===== src/rtl/uart_cmd_responder.sv =====
// uart_cmd_responder
//   Executes register read/write command frames taken from the Rx FIFO
//   and pushes one response byte per frame into the Tx FIFO.
//   Frames: 0x57 addr data (write, reply 0x4B), 0x52 addr (read, reply data).
//   Unknown command or out-of-range address replies 0x3F.
//
// Ports
//   clk, rst           clock, asynchronous active-low reset
//   rx_fifo_*          first-word fall-through Rx FIFO read side
//   tx_fifo_*          Tx FIFO write side
//   regs_flat          register file, reg i at [8i+7:8i]
//   busy               high whenever the FSM is not idle
//   err_count          saturating count of rejected frames
//
// Build option
//   UART_CMD_TIMEOUT_EN  abort a partial frame (reply 0x21) after
//                        TIMEOUT_CYCLES cycles without a byte.
module uart_cmd_responder #(
  parameter int NUM_REGS       = 16,
  parameter int DATA_WIDTH     = 8,
  parameter int TIMEOUT_CYCLES = 1000000
) (
  input  logic                           clk,
  input  logic                           rst,
  input  logic                           rx_fifo_empty,
  input  logic [DATA_WIDTH-1:0]          rx_fifo_dout,
  output logic                           rx_fifo_rd_en,
  input  logic                           tx_fifo_full,
  output logic                           tx_fifo_wr_en,
  output logic [DATA_WIDTH-1:0]          tx_fifo_din,
  output logic [NUM_REGS*DATA_WIDTH-1:0] regs_flat,
  output logic                           busy,
  output logic [7:0]                     err_count
);

  localparam logic [DATA_WIDTH-1:0] CMD_WRITE = 8'h57;
  localparam logic [DATA_WIDTH-1:0] CMD_READ  = 8'h52;
  localparam logic [DATA_WIDTH-1:0] RSP_ACK   = 8'h4B;
  localparam logic [DATA_WIDTH-1:0] RSP_ERR   = 8'h3F;

  typedef enum logic [2:0] {
    S_IDLE,
    S_GET_ADDR,
    S_GET_DATA,
    S_EXEC,
    S_RESP
  } state_e;

  state_e                state_q, state_d;
  logic                  is_write_q, is_write_d;
  logic [DATA_WIDTH-1:0] addr_q, addr_d;
  logic [DATA_WIDTH-1:0] data_q, data_d;
  logic [DATA_WIDTH-1:0] resp_q, resp_d;
  logic [7:0]            err_q, err_d;
  logic [DATA_WIDTH-1:0] regs_q [NUM_REGS];
  logic [DATA_WIDTH-1:0] regs_d [NUM_REGS];

  logic                  pop;
  logic                  err_inc;
  logic                  addr_ok;
  logic [DATA_WIDTH-1:0] rd_val;

`ifdef UART_CMD_TIMEOUT_EN
  localparam logic [DATA_WIDTH-1:0] RSP_TIMEOUT = 8'h21;
  localparam logic [31:0]           TO_LIMIT    = 32'(TIMEOUT_CYCLES - 1);
  logic [31:0] to_cnt_q, to_cnt_d;
`else
  logic unused_timeout_param;
  assign unused_timeout_param = (TIMEOUT_CYCLES > 0);
`endif

  // Address compare is one bit wider so NUM_REGS=256 works.
  always_comb begin
    addr_ok = ({1'b0, addr_q} < 9'(NUM_REGS));
    rd_val  = '0;
    for (int unsigned i = 0; i < NUM_REGS; i++) begin
      if (addr_q == 8'(i)) rd_val = regs_q[i];
    end
  end

  always_comb begin
    state_d    = state_q;
    is_write_d = is_write_q;
    addr_d     = addr_q;
    data_d     = data_q;
    resp_d     = resp_q;
    regs_d     = regs_q;
    err_inc    = 1'b0;
    // Reset gating keeps rd_en low while rst is asserted.
    pop        = rst && !rx_fifo_empty &&
                 (state_q == S_IDLE || state_q == S_GET_ADDR || state_q == S_GET_DATA);
`ifdef UART_CMD_TIMEOUT_EN
    to_cnt_d   = '0;
`endif

    unique case (state_q)
      S_IDLE: begin
        if (pop) begin
          if (rx_fifo_dout == CMD_WRITE || rx_fifo_dout == CMD_READ) begin
            is_write_d = (rx_fifo_dout == CMD_WRITE);
            state_d    = S_GET_ADDR;
          end else begin
            resp_d  = RSP_ERR;
            err_inc = 1'b1;
            state_d = S_RESP;
          end
        end
      end
      S_GET_ADDR: begin
        if (pop) begin
          addr_d  = rx_fifo_dout;
          state_d = is_write_q ? S_GET_DATA : S_EXEC;
        end
      end
      S_GET_DATA: begin
        if (pop) begin
          data_d  = rx_fifo_dout;
          state_d = S_EXEC;
        end
      end
      S_EXEC: begin
        state_d = S_RESP;
        if (!addr_ok) begin
          resp_d  = RSP_ERR;
          err_inc = 1'b1;
        end else if (is_write_q) begin
          for (int unsigned i = 0; i < NUM_REGS; i++) begin
            if (addr_q == 8'(i)) regs_d[i] = data_q;
          end
          resp_d = RSP_ACK;
        end else begin
          resp_d = rd_val;
        end
      end
      S_RESP: begin
        if (!tx_fifo_full) state_d = S_IDLE;
      end
      default: state_d = S_IDLE;
    endcase

`ifdef UART_CMD_TIMEOUT_EN
    // Counter runs only while waiting mid-frame; any pop restarts it.
    if ((state_q == S_GET_ADDR || state_q == S_GET_DATA) && !pop) begin
      if (to_cnt_q == TO_LIMIT) begin
        resp_d  = RSP_TIMEOUT;
        err_inc = 1'b1;
        state_d = S_RESP;
      end else begin
        to_cnt_d = to_cnt_q + 32'd1;
      end
    end
`endif

    err_d = (err_inc && err_q != 8'hFF) ? err_q + 8'd1 : err_q;
  end

  always_ff @(posedge clk or negedge rst) begin
    if (!rst) begin
      state_q    <= S_IDLE;
      is_write_q <= 1'b0;
      addr_q     <= '0;
      data_q     <= '0;
      resp_q     <= '0;
      err_q      <= '0;
      for (int unsigned i = 0; i < NUM_REGS; i++) regs_q[i] <= '0;
`ifdef UART_CMD_TIMEOUT_EN
      to_cnt_q   <= '0;
`endif
    end else begin
      state_q    <= state_d;
      is_write_q <= is_write_d;
      addr_q     <= addr_d;
      data_q     <= data_d;
      resp_q     <= resp_d;
      err_q      <= err_d;
      regs_q     <= regs_d;
`ifdef UART_CMD_TIMEOUT_EN
      to_cnt_q   <= to_cnt_d;
`endif
    end
  end

  // resp_q only changes on entry to RESP, so it doubles as the held Tx byte.
  always_comb begin
    rx_fifo_rd_en = pop;
    tx_fifo_wr_en = (state_q == S_RESP) && !tx_fifo_full;
    tx_fifo_din   = resp_q;
    busy          = (state_q != S_IDLE);
    err_count     = err_q;
    regs_flat     = '0;
    for (int unsigned i = 0; i < NUM_REGS; i++) begin
      regs_flat[i*DATA_WIDTH +: DATA_WIDTH] = regs_q[i];
    end
  end

endmodule


===== config.mk =====
export PLATFORM = sky130hd
export DESIGN_NAME = uart_cmd_responder
export DESIGN_NICKNAME = d
export VERILOG_FILES = /design/src/rtl/uart_cmd_responder.sv
export SDC_FILE = /design/constraint.sdc
export NUM_CORES = 1
export LEC_CHECK = 0
export CAP_MARGIN = 5
export CELL_PAD_IN_SITES_DETAIL_PLACEMENT = 1
export CELL_PAD_IN_SITES_GLOBAL_PLACEMENT = 2
export CORE_MARGIN = 1
export CORE_UTILIZATION = 31
export CTS_CLUSTER_SIZE = 16
export DETAILED_ROUTE_END_ITERATION = 16
export PLACE_DENSITY_LB_ADDON = 0.15
export SETUP_SLACK_MARGIN = 0.02
export SLEW_MARGIN = 20
export SYNTH_ARGS = -nofsm -noshare
export SYNTH_HDL_FRONTEND = slang
export SYNTH_SLANG_ARGS = --single-unit
export TNS_END_PERCENT = 20

===== constraint.sdc =====
create_clock -name clk -period 2.26 [get_ports clk]
set_input_delay 0.565 -clock clk [delete_from_list [all_inputs] [get_ports clk]]
set_output_delay 0.565 -clock clk [all_outputs]
set_load 0.03 [all_outputs]

* After elaboration in Yosys (flattened, before gate mapping) *
Cells that the tools add are included.
Widths: inputs -> output; s select.

operators by class
  $add $sub $neg = 1
  order comparisons = 1
  eq/ne operators = 27
  muxes and demuxes = 32
  reduce and logical (&&, ||, !) cells = 34

operators by type and width
  operator             number
  $mux 8               20
  $reduce_and 4->1     17
  $eq 8x4->1 const B   8
  $eq 8x3->1 const B   4
  $eq 8x2->1 const B   2
  $eq 8x7->1 const B   2
  $pmux 8 s2           1
  $mux 3               5
  $pmux 3 s5           1
  $ne 2x2->1 const B   5
  $add 8x1->8 const B  1
  $eq 8x1->1 const B   1
  $logic_not 8->1      1
  $lt 8x5->1 const B   1
  $ne 8x8->1 const B   1
  $eq 3x2->1 const B   2
  $reduce_and 3->1     2
  $logic_and 1x1->1    4
  $mux 1               4
  $reduce_and 2->1     2
  $eq 3x1->1 const B   1
  $eq 3x3->1 const B   1
  $logic_not 3->1      1
  $logic_or 1x1->1     3
  other kinds (4)      5

word-level totals
  bits in registers = 164
  bits of input ports = 12
  output and inout port bits = 147
  logic and storage cells = 117

* Depth between registers and ports, before layout *
  depth after elaboration = 20
  depth in mapped cells = 8
  depth with buffers taken out = 6

* Least setup slack after synthesis *
Ideal clock, no wire load.

  path kind = reg-to-reg
  from = register addr_q[5]
  to = register regs_q, in the netlist regs_flat[32]
  library setup time = 0.125 ns
  data arrival time = 2.236 ns
  data required time = 2.135 ns
  setup slack = -0.100 ns
  stages on the path, launching flop included = 7
  buffers on the path = 1
  period minus slack after synthesis = 2.360 ns
  cells stage by stage = dfrtp_1 > or4_4 > buf_6 > nor3_2 > nand3_2 > nor2_2 > mux2_2

on the way
  word-level cells in the longest chain between the ends = 2
  elaborated cells on any way between the ends = 3
  classes of those cells = order compare: 1; eq/ne: 1; reduce/logical: 1

ends and longest elaborated chain
  what                                      line     text
  from (decl)                               51       logic [DATA_WIDTH-1:0] addr_q, addr_d;
  from (signal assigned)                    172      addr_q <= addr_d;
  $lt 8x5->1 or $eq 8x3->1 (tied branches)  74, 128
  $reduce_and 4->1 (no line) *              --
  to (signal assigned)                      176      regs_q <= regs_d;
  to (decl)                                 55       logic [DATA_WIDTH-1:0] regs_q [NUM_REGS];

Every way passes the cells marked *; elsewhere a longest branch is shown, timed or not.
A chain may end at the register's enable or synchronous reset.

* Worst setup path after layout *
  from = register addr_q[7]
  to = register regs_q, in the netlist regs_flat[35]

Same word-level chain as after synthesis.

==> impl_metrics.yaml <==
status:
  status: "finished, violations left"
  failed_checks: "negative setup slack"
detailed_routing:
  drt_iter0_drc: 363
  met2_length_mm: 14.2
  vias: 6463
  wl_mm: 29.8
  route.met3.wl_mm: 1.21
  dr.pass1.iters: 4
  wl_met1_mm: 14.0
  topRoutingLayerUsed: "met4"
  wl_per_cell_um: 24.6
  postRouteAntennaNets: 0
  drc: 0
  via_per_inst: 5.33
clocking:
  cts_tree: "built"
  clock-sinks: 164
  numCtsBuffers: 17
  clock_latency_ns: 0.44
  clock_path_buffers: 2
  cts-htree-levels: 4
  clk_pin_slew_ns: 0.07
  clock-root-buffer: "clkbuf_16"
  holdBufCountCts: 0
die:
  die_h_um: 161
  start_util_pct: 32.0
  die-area_um2: 26000
  core_area_um2: 24600
  io_pins: 159
  std_cell_rows: 57
  chipWidth_um: 161
min_path:
  hold_class: "in -> async"
timing:
  whs_ns: 0.315
  fin_crit_sh_pct: 105
  max_freq_mhz: 422
  worst_pin_slew_ns: 0.878
  finalSetupViolations: 63
  rsz0062_at_grt: "true"
  finalMaxSlewViolations: 0
  timing.final.ws_setup_ns: -0.110
  maxSlewHeadroom_pct: 41.4
  hold_viol_final: 0
  fin_skew_ns: 0.0171
  layout_min_cycle_time_ns: 2.37
place:
  placedCellCount: 1171
  routabilityCongestion: 0.876
  place_ws_ns: -0.602
  placed_area_um2: 10600
  dp_hpwl_mm: 21.4
  port_buffers: 158
worst_setup_path:
  cp_slowest_cell: "or4_4"
  r2r_cells: 7
  cp.depth: 7
  critPathTopFamily: "simple AND/OR/NAND/NOR gates"
  start_kind: "flip-flop"
  path_buf_inv: 2
  path_max_fanout: 7
  required_ns: 2.57
  path_class: "reg -> reg"
  slowest_delay_ns: 0.58
  cp_cell_sequence: "or4_4 > buf_12 > nor3_4 > nand3_4 > nor2_4 > buf_6 > mux2_4"
  cp.arrival_ns: 2.69
  cp-end-kind: "flip-flop"
cells_and_area:
  stdcell_area_um2: 11700
  area_delta_synth_final_pct: 48.2
  final_common_cell: "dfrtp_1"
  final_cell_count_no_fill: 1212
  final_cell_mix: "dfrtp_1 (163), clkdlybuf4s50_1 (153), mux2_2 (96)"
  finalNetCount: 888
  antenna_cells: 0
  final_util_pct: 47.4
  layout-drive-gt1-share_pct: 38.9
grt:
  grt_pass1_wl_mm: 45.7
  grt_usage_pct: 23.7
  grt_pass1_vias: 7038
  grt_max_degree: 116
  grt_overflow_total: 0
  antenna_found_initial: 0
synthesis:
  ys_seq_area_share_pct: 52.1
  synth_cell_types: 64
  synth_edf_count: 0
  yosysWarnings: 0
  synth_top_area_share_pct: 52.1
  synth_area_leaders: "dfrtp_1 (52%), mux2_2 (22%), mux4_2 (2.3%)"
  ys.flop_type: "dfrtp_1"
  syn_area_um2: 7870
  yosysTopAreaCell: "dfrtp_1"
  synthArstFlopShare_pct: 100
  synth.avg_cell_area_um2: 12.5
  netlist_instances: 628
  synthesis.nets: 641
  ys_ff_latch: 164
power:
  cellPowerDensity_nw_per_um2: 600
  p_leak_nw: 5.06
  peakVddDrop_v: 0.000469
run:
  maxCapViolCount: 0
[flip-flops by register name, indices dropped and copies added (netlist names)]
register     flops
tx_fifo_din      8
data_q           8
is_write_q       1
addr_q           8
state_q          3
regs_flat      128
err_count        8
[cell type report]
type / count / area, um2
inverter: 7 / 26.3
tap: 324 / 405
clock inverter: 12 / 121
sequential: 164 / 4110
fill: 2552 / 12900
clock buffer: 20 / 457
timing repair buffer: 266 / 2610
multi-input combinational: 419 / 3950
[kinds of logic (layout without fill, tap and decap cells)]
logic type	after synthesis	after routing	synth area share, %
AO/OA/AOI/OAI	121	121	10.3
XOR/XNOR	8	8	0.890
adder cells (fa/ha/maj)	1	1	0.159
buffers and inverters	45	305	2.35
flip-flops	164	164	52.1
multiplexers	172	172	25.6
AND/OR/NAND/NOR	117	117	8.65
[cells in the mapped netlist (all sizes together), types with 10 or more instances]
cell type	count
a21oi	30
o21ai	23
mux2	153
nor3	14
a31oi	10
clkbuf	22
buf	16
dfrtp	164
nand2	18
mux2i	11
nor2	37
o22ai	15
[worst reg2reg max path, delay by kind of cell (launching register included)]
kind | cells | cell delay (ns)
buffers and inverters | 2 | 0.33
DFF | 1 | 0.38
muxes | 1 | 0.31
and+or+nand+nor | 4 | 1.23
[power breakdown]
group / switching (mW) / leakage (nW) / internal [mW]
combinational: 0.561 / 2.54 / 0.409
sequential: 0.129 / 2.25 / 3.00
clock: 1.31 / 0.276 / 1.60
total: 2.00 / 5.06 / 5.00
[metrics by stage]
| step | setup TNS, ns | power (mW) |
|---|---|---|
| global route | -11.41 | 7.25 |
| finish | -3.71 | 7.00 |
| CTS | -3.28 | 7.01 |
| detailed placement | -24.23 | 4.08 |
| floorplan | -1.37 | 3.58 |
| global placement | -17.27 | 4.05 |
[metal layers]
layer / up-vias / global-route usage (%)
met3: 24 / 3.16
li1: 2852 / -
met2: 194 / 37.9
met5: - / 0
met1: 3393 / 33.6
met4: 0 / 6.17
[worst paths after layout]
| check | to | slack [ns] | start |
|---|---|---|---|
| max | regs_flat[35] | -0.11 | addr_q[7] |
| min | addr_q[2] | 0.31 | rst |
| max reg2reg | regs_flat[35] | -0.11 | addr_q[7] |
| min reg2reg | err_count[4] | 0.50 | err_count[4] |
| max in group asynchronous | addr_q[0] | 0.78 | rst |
| min in group clk | err_count[4] | 0.50 | err_count[4] |
[what timing repair did]
item | in CTS | in global routing
buffers inserted | 7 | 2
setup endpoints to repair | 135 | 139
gates resized for setup | 81 | 33
pin swaps | 15 | 15
Note: power is estimated with default switching activity, not from simulation.
